File: config.mk
export PLATFORM = sky130hd
export DESIGN_NAME = cpu_seq_ctrl
export DESIGN_NICKNAME = d
export VERILOG_FILES = /design/src/rtl/cpu_seq_ctrl.sv
export SDC_FILE = /design/constraint.sdc
export NUM_CORES = 1
export LEC_CHECK = 0
export ABC_AREA = 1
export CAP_MARGIN = 20
export CORE_UTILIZATION = 45
export CTS_CLUSTER_SIZE = 14
export DETAILED_ROUTE_END_ITERATION = 8
export GPL_TIMING_DRIVEN = 0
export HOLD_SLACK_MARGIN = 0.02
export PLACE_DENSITY = 0.81
export SLEW_MARGIN = 30
export SYNTH_ARGS = -nofsm -noshare
export SYNTH_HDL_FRONTEND = slang
export SYNTH_SLANG_ARGS = --single-unit
File: constraint.sdc
create_clock -name clk -period 1.8 [get_ports clk]
set_input_delay 0.27 -clock clk [delete_from_list [all_inputs] [get_ports clk]]
set_output_delay 0.27 -clock clk [all_outputs]
set_load 0.05 [all_outputs]
File: src/rtl/cpu_seq_ctrl.sv
// Multicycle fetch/decode/execute sequencer for the 16-bit cpu, with a mul/div start/done handshake guarded by a timeout.
// Define CTRL_PERF_CNT_EN to build the retired-instruction counter; otherwise retired_cnt is tied to zero.
module cpu_seq_ctrl #(
  parameter int                ADDR_W     = 16,
  parameter logic [ADDR_W-1:0] PC_RESET   = '0,
  parameter int                MD_TIMEOUT = 32
) (
  input  logic              clk,
  input  logic              rst,
  input  logic              en_in,
  input  logic              en_ram_out,
  input  logic [15:0]       ins,
  output logic              en_ram_in,
  output logic [ADDR_W-1:0] addr,
  output logic [3:0]        alu_op,
  output logic [1:0]        rd_sel,
  output logic [1:0]        rs_sel,
  output logic              imm_sel,
  output logic [15:0]       imm,
  output logic              reg_we,
  output logic              flag_we,
  output logic              md_start,
  input  logic              md_done,
  output logic              busy,
  output logic              illegal,
  output logic [15:0]       retired_cnt
);

  localparam int                CNT_W    = $clog2(MD_TIMEOUT + 1);
  localparam logic [CNT_W-1:0] CNT_LAST = CNT_W'(MD_TIMEOUT - 1);

  typedef enum logic [2:0] {
    IDLE, FETCH, WAIT_INS, DECODE, EXEC, MD_WAIT, WB
  } state_t;

  state_t            state_q, state_d;
  logic [ADDR_W-1:0] addr_q, addr_d;
  logic [15:0]       ir_q, ir_d;
  logic [CNT_W-1:0]  md_cnt_q, md_cnt_d;
  logic              supp_q, supp_d;
  logic [3:0]        op;
  logic              unused_ir_bits;

  function automatic logic op_legal(input logic [3:0] o);
    case (o)
      4'h0, 4'h3, 4'h4, 4'h5, 4'h6, 4'h7,
      4'h9, 4'hA, 4'hB, 4'hC, 4'hD: op_legal = 1'b1;
      default:                      op_legal = 1'b0;
    endcase
  endfunction

  function automatic logic op_writes_reg(input logic [3:0] o);
    case (o)
      4'h3, 4'h4, 4'h5, 4'h6, 4'h7,
      4'h9, 4'hA, 4'hC, 4'hD: op_writes_reg = 1'b1;
      default:                op_writes_reg = 1'b0;
    endcase
  endfunction

  function automatic logic op_writes_flag(input logic [3:0] o);
    case (o)
      4'h4, 4'h5, 4'h6, 4'h7, 4'hB: op_writes_flag = 1'b1;
      default:                      op_writes_flag = 1'b0;
    endcase
  endfunction

  assign op             = ir_q[15:12];
  assign alu_op         = ir_q[15:12];
  assign rd_sel         = ir_q[9:8];
  assign rs_sel         = ir_q[1:0];
  assign imm_sel        = ir_q[7];
  assign imm            = {9'd0, ir_q[6:0]};
  assign addr           = addr_q;
  assign busy           = (state_q != IDLE);
  assign unused_ir_bits = ^ir_q[11:10];

  always_ff @(posedge clk) begin
    if (rst) begin
      state_q  <= IDLE;
      addr_q   <= PC_RESET;
      ir_q     <= '0;
      md_cnt_q <= '0;
      supp_q   <= 1'b0;
    end else begin
      state_q  <= state_d;
      addr_q   <= addr_d;
      ir_q     <= ir_d;
      md_cnt_q <= md_cnt_d;
      supp_q   <= supp_d;
    end
  end

  always_comb begin
    state_d   = state_q;
    addr_d    = addr_q;
    ir_d      = ir_q;
    md_cnt_d  = md_cnt_q;
    supp_d    = supp_q;
    en_ram_in = 1'b0;
    md_start  = 1'b0;
    reg_we    = 1'b0;
    flag_we   = 1'b0;
    illegal   = 1'b0;
    case (state_q)
      IDLE: if (en_in) state_d = FETCH;
      FETCH: begin
        en_ram_in = 1'b1;
        state_d   = WAIT_INS;
      end
      WAIT_INS: if (en_ram_out) begin
        ir_d    = ins;
        state_d = DECODE;
      end
      DECODE: begin
        // A bad opcode still passes through WB so the PC advances past it.
        if (op_legal(op)) begin
          supp_d  = 1'b0;
          state_d = EXEC;
        end else begin
          illegal = 1'b1;
          supp_d  = 1'b1;
          state_d = WB;
        end
      end
      EXEC: begin
        if (op == 4'h6 || op == 4'h7) begin
          md_start = 1'b1;
          md_cnt_d = '0;
          state_d  = MD_WAIT;
        end else begin
          state_d = WB;
        end
      end
      MD_WAIT: begin
        md_cnt_d = md_cnt_q + 1'b1;
        if (md_done) begin
          state_d = WB;
        end else if (md_cnt_q == CNT_LAST) begin
          illegal = 1'b1;
          supp_d  = 1'b1;
          state_d = WB;
        end
      end
      WB: begin
        reg_we  = !supp_q && op_writes_reg(op);
        flag_we = !supp_q && op_writes_flag(op);
        addr_d  = addr_q + 1'b1;
        state_d = en_in ? FETCH : IDLE;
      end
      default: state_d = IDLE;
    endcase
  end

`ifdef CTRL_PERF_CNT_EN
  logic [15:0] retired_q;

  always_ff @(posedge clk) begin
    if (rst) begin
      retired_q <= '0;
    end else if (state_q == WB && !supp_q) begin
      retired_q <= retired_q + 16'd1;
    end
  end

  assign retired_cnt = retired_q;
`else
  assign retired_cnt = 16'd0;
`endif

endmodule
Yosys cells after proc, flatten, opt, wreduce, memory -nomap -nowiden. Memory sizes are Yosys's and may differ from the RTL's. A register that Yosys moved wholly into a read port is not among the register bits. Index checks and enable logic that the tools add are counted.

Add/subtract/negate cells: 2. Equality and inequality tests: 18. Mux-type cells: 30. Reduce and logical (&&, ||, !) cells: 13.

Operator list (count): $pmux W3 S7 (1); $add A16 B1 Y16 const B (1); $eq A4 B3 Y1 const B (4); $mux W4 (4); $mux W1 (15); $mux W3 (4); $pmux W6 S2 (1); $ne A2 B2 Y1 const B (5); $eq A3 B3 Y1 const B (3); $add A6 B1 Y6 const B (1); $eq A3 B2 Y1 const B (2); $eq A6 B5 Y1 const B (1); $mux W6 (1); $reduce_and A3 Y1 (2); $reduce_or A5 Y1 (1); $eq A4 B4 Y1 const B (1); $mux W2 (2); $pmux W1 S2 (2); $reduce_and A2 Y1 (2); $reduce_bool A2 Y1 (2); $eq A3 B1 Y1 const B (1); $logic_not A3 Y1 (1); $ne A3 B3 Y1 const B (1); $reduce_bool A3 Y1 (1); 3 further kinds (4).

Register bits after elaboration: 42. Bits in read-only memories: 32. Bits of input ports: 21. Output and inout bits: 63. Word-level logic and storage cells: 70. Memories kept: 2.

Memories: (name not given) (words 16, bits a word 1, rd ports 1, clocked after memory_dff 1, wr ports 0, RTL line 45) `case (o)`; (name not given) (words 16, bits a word 1, rd ports 1, clocked after memory_dff 1, wr ports 0, RTL line 53) `case (o)`.

Longest topological paths before layout.
Depth in word-level cells: 6. Depth in mapped cells: 12. Gate-level depth less buffers: 12.

Least setup slack after synthesis. OpenSTA, ideal clock, no wires.

Path kind: register to output. Start point: reg ir_q[14]. End point: out flag_we. Arrival: 2.121 ns. Data required time: 1.530 ns. Path slack: -0.591 ns. Cell stages (with the launch flop): 5. Buffers on the path: 0. Path through: dfxtp_1 inv_1 nor2_1 inv_1 a211oi_1.

Longest elaborated chain between the ends: 6. Elaborated cells on any way between the ends: 10. Classes of those cells: eq/ne (5); mux (3); reduce/logical (2).

Ends and longest elaborated chain: start: declaration (RTL line 38) `logic [15:0] ir_q, ir_d;`; start signal: assignment (RTL line 87) `ir_q <= ir_d;`; $eq A4 B3 Y1 or $eq A4 B4 Y1 (tied branches) (RTL line 61) `case (o)`; $reduce_or A5 Y1 (*) (RTL line 61); $mux W1 (*) (RTL line 61); $mux W1 (*) (RTL line 104) `case (state_q)`; $logic_and A1 B1 Y1 (*) (RTL line 146) `flag_we = !supp_q && op_writes_flag(op);`; $mux W1 (*) (RTL line 104); end: declaration (RTL line 21) `output logic flag_we,`.

Mark *: on every way between the ends. The rest lies on a longest branch, timed or not. The select of a mux whose other input is x is not followed.

Worst setup path in the final report.
Start point: reg ir_q[13]. End point: out alu_op[1].

RTL lines: end: declaration (RTL line 15) `output logic [3:0] alu_op,`.

No word-level cell between the ends.

==> key figures <==
Timing
  • Setup violations, final: 0
  • Slew Limit Fails: 0
  • Hold Vio Cnt, Final: 0
  • Final worst path period share: a little over nine tenths
  • Worst Setup Slack, final: between 30 and 40 ps
  • Max transition margin: 58.67%
  • Final Skew: between 4 and 5 ps
  • Final Critical Period: around 1800 ps
  • Worst slew pin tran: 619.9 ps
  • F_max: approximately 570 MHz

Final layout
  • Area growth, synth to finish: 40.77%
  • Final instance area: about 3200 um^2
  • Layout Nets: around 440
  • Commonest non-fill, non-tap cells in the layout: nand2_1, inv_1, dfxtp_1, clkdlybuf4s50_1, buf_4
  • Most common cell after layout, fill and taps aside: nand2_1
  • Ant. Diodes: 0
  • Multi-input logic area: 1161 um^2
  • Fin cells: between 400 and 500
  • Share of cells above drive strength 1: 17.83%
  • Filler cell count: roughly 420
  • Register area: between 800 and 900 um^2

Yosys
  • Sequential area share after synthesis: ~37%
  • Mapped cell area: 2292 um^2
  • Top cell type's share of synthesized area: between 30% and 40%
  • Cell taking the most area after synthesis: dfxtp_1
  • Yosys warns: 0
  • Top cells by area, synth: dfxtp_1, nand2_1, buf_4, inv_1, a21oi_1
  • Gate Count Post-Synth: about 320
  • Syn Area/Cell: 7.141 um^2
  • Main synth FF type: dfxtp_1
  • Synth cell types: 34
  • Number of synthesized register bits: between 40 and 50
  • Async SR Flop Fraction: 0%
  • EDFF count, synth: 0

Placed design
  • Dpl cells: 468
  • Global placement routability congestion: 0.8578
  • Post-DP HPWL: ~3.9 mm
  • Pre-CTS WS: -380.5 ps
  • Area of placed instances: between 3000 and 4000 um^2
  • Port-buffer cells: 56

Clock tree
  • Cts bufs inserted: 5
  • Clock root buffer: clkbuf_8
  • # clock sinks: 42
  • Largest buffer count on any clock path: 2
  • Hold-fix buffers, CTS: 0
  • Clock transition at the registers of the reported paths: roughly 80 ps
  • Htree depth: 2
  • Worst-skew pair later-pin latency: approximately 300 ps
  • CTS tree: yes

Global route
  • GR Util met3: approximately 4.1%
  • Tot GR Track Use: between 10% and 20%
  • Grt met1 use: a little under a quarter
  • First-pass GRT wire length: roughly 8 mm
  • Most used routing layer: met2
  • Pin count of the biggest net entering global routing: 13
  • Number of global-route vias before repair: 1943
  • Met2 usage in global routing: 36.32%
  • Antenna violations before repair: 0
  • GRT overflow: 0

Die
  • Die area: 5383 um^2
  • FP Rows: 25
  • Initial Util: 47.58%
  • CORE AREA: approximately 4800 um^2
  • I/O Pins: 84
  • Die X: between 70 and 80 um
  • Die Span Y: about 73 um

Hold path
  • Worst Hold Launch: md_cnt_q[5]
  • Worst Hold Path EP: md_cnt_q[5]
  • Hold path cells: 1
  • Hold WC Path Type: reg -> reg

Power
  • Switch Pwr: 1.071 mW
  • Power density cells: 842.6 nW/um^2
  • Leak: between 1.5 and 2 nW
  • Comb pwr share: 37.8%
  • Worst VDD drop: 0.5356 mV
  • Sw Ratio: approximately 40%
  • Sequential Power Share: between 30 and 40%
  • Internal Pwr Total: 1.649 mW
  • Clock power share: 23.2%

Route
  • Post-route DRC: 0
  • TritonRoute pass-1 iters: 4
  • Routed Wire Length: 5.291 mm
  • Via count: between 2000 and 2500
  • Routed len/inst: roughly 11 um
  • DR vias/cell: 4.571
  • Initial drt markers: between 100 and 150
  • Antenna Nets Post-Route: 0

Worst setup path
  • FF-to-FF setup slack: about 50 ps
  • Worst Reg-to-Reg Cells: 10
  • Worst Setup End Kind: output pin
  • Crit-path max cell delay: 820 ps
  • Worst endpoint data arrival time: 1500 ps
  • Critical Path RT: about 1500 ps
  • Critical path class: reg -> out
  • Critical path launch point type: flop
  • CP Cell Sequence: clkdlybuf4s50_1
  • CP Max Fanout: 4
  • Worst R2R Start: state_q[2]
  • CP max-delay cell: clkdlybuf4s50_1
  • WP buf/inv: 1
  • Top Family by Delay on Critical Path: buffers and inverters

Job
  • Max_cap viols: 0

Run status
  • Status: completed
## worst register-to-register path: cells and delay by family, from the launching register on
family,cells,cell delay [ps]
adder cells (fa/ha/maj),1,320
AO/OA/AOI/OAI,1,140
flip-flops,1,380
buffers and inverters,1,170
AND/OR/NAND/NOR,7,640
## repair_timing
item | CTS | global route
buffers inserted | 0 | 6
pin swaps | 1 | 5
endpoints found under the setup margin | 13 | 17
resized for setup | 31 | 28
## cell families (layout without fill, tap and decap cells)
group / count (synthesis) / in the layout / synth area share, %
flip-flops: 42 / 42 / 36.68
XOR/XNOR: 2 / 2 / 0.7643
adder cells (fa/ha/maj): 4 / 4 / 2.183
AND/OR/NAND/NOR: 128 / 128 / 27.78
buffers and inverters: 87 / 157 / 19.05
AO/OA/AOI/OAI: 57 / 57 / 13.37
other: 1 / 25 / 0.1636
## synthesized netlist by cell type (2+ instances only)
| cell type | n |
|---|---|
| clkbuf_1 | 4 |
| o21ai_1 | 3 |
| ha_1 | 4 |
| nand3_4 | 3 |
| nor3_1 | 2 |
| o21ai_0 | 20 |
| buf_4 | 27 |
| nand3b_1 | 2 |
| nand4_1 | 7 |
| nor2_4 | 3 |
| inv_1 | 53 |
| dfxtp_1 | 42 |
| a21oi_1 | 27 |
| nor2_1 | 30 |
| nand2_1 | 64 |
| a211oi_1 | 2 |
| nand3_1 | 11 |
## power groups by stage
stage | sequential, mW | combinational [mW] | clock, mW
after global routing | 1.07 | 1.09 | 0.671
after global placement | 1.08 | 0.974 | 0
after floorplan | 1.23 | 0.581 | 0
after detailed placement | 1.08 | 0.992 | 0
final | 1.06 | 1.03 | 0.630
after CTS | 1.06 | 0.982 | 0.642
## state kept, by name (all words and copies together) (netlist names), named ones only
name / flops
ir_q: 14
md_cnt_q: 6
supp_q: 1
addr: 16
state_q: 3
## worst max-delay path by stage
stage | startpoint | end | cells past startpoint
after detailed placement | state_q[1] | illegal | 7
after CTS | state_q[1] | illegal | 7
after global placement | state_q[1] | illegal | 7
after floorplan | ir_q[14] | flag_we | 4
final | ir_q[13] | alu_op[1] | 1
after global routing | state_q[2] | flop | 10
## cell type report
class                      count  area share, %
multi-input combinational    216          35.98
inverter                      53          6.165
tap                           67          2.598
timing repair buffer          62          18.81
sequential                    42          26.21
clock inverter                 1         0.1551
buffer                        34          7.406
clock buffer                   7          2.675
## stage by stage
step / util, % / hold slack, ps / TNS (ps) / power, mW
global route: 66.99 / 450.4 / -57.31 / 2.833
detailed placement: 63.25 / 425.4 / -1703 / 2.072
CTS: 64.70 / 437.3 / -112.5 / 2.683
finish: 66.99 / 437.4 / 0 / 2.719
global placement: 63.25 / 416.5 / -1535 / 2.051
floorplan: - / 405.7 / 0 / 1.810
## routing by layer
layer	wire length (um)	share of wire (%)
met5	0	0
met1	2249	43
met4	79	1.5
met3	199	3.8
met2	2762	52
Power figures use the tool's default switching activity.
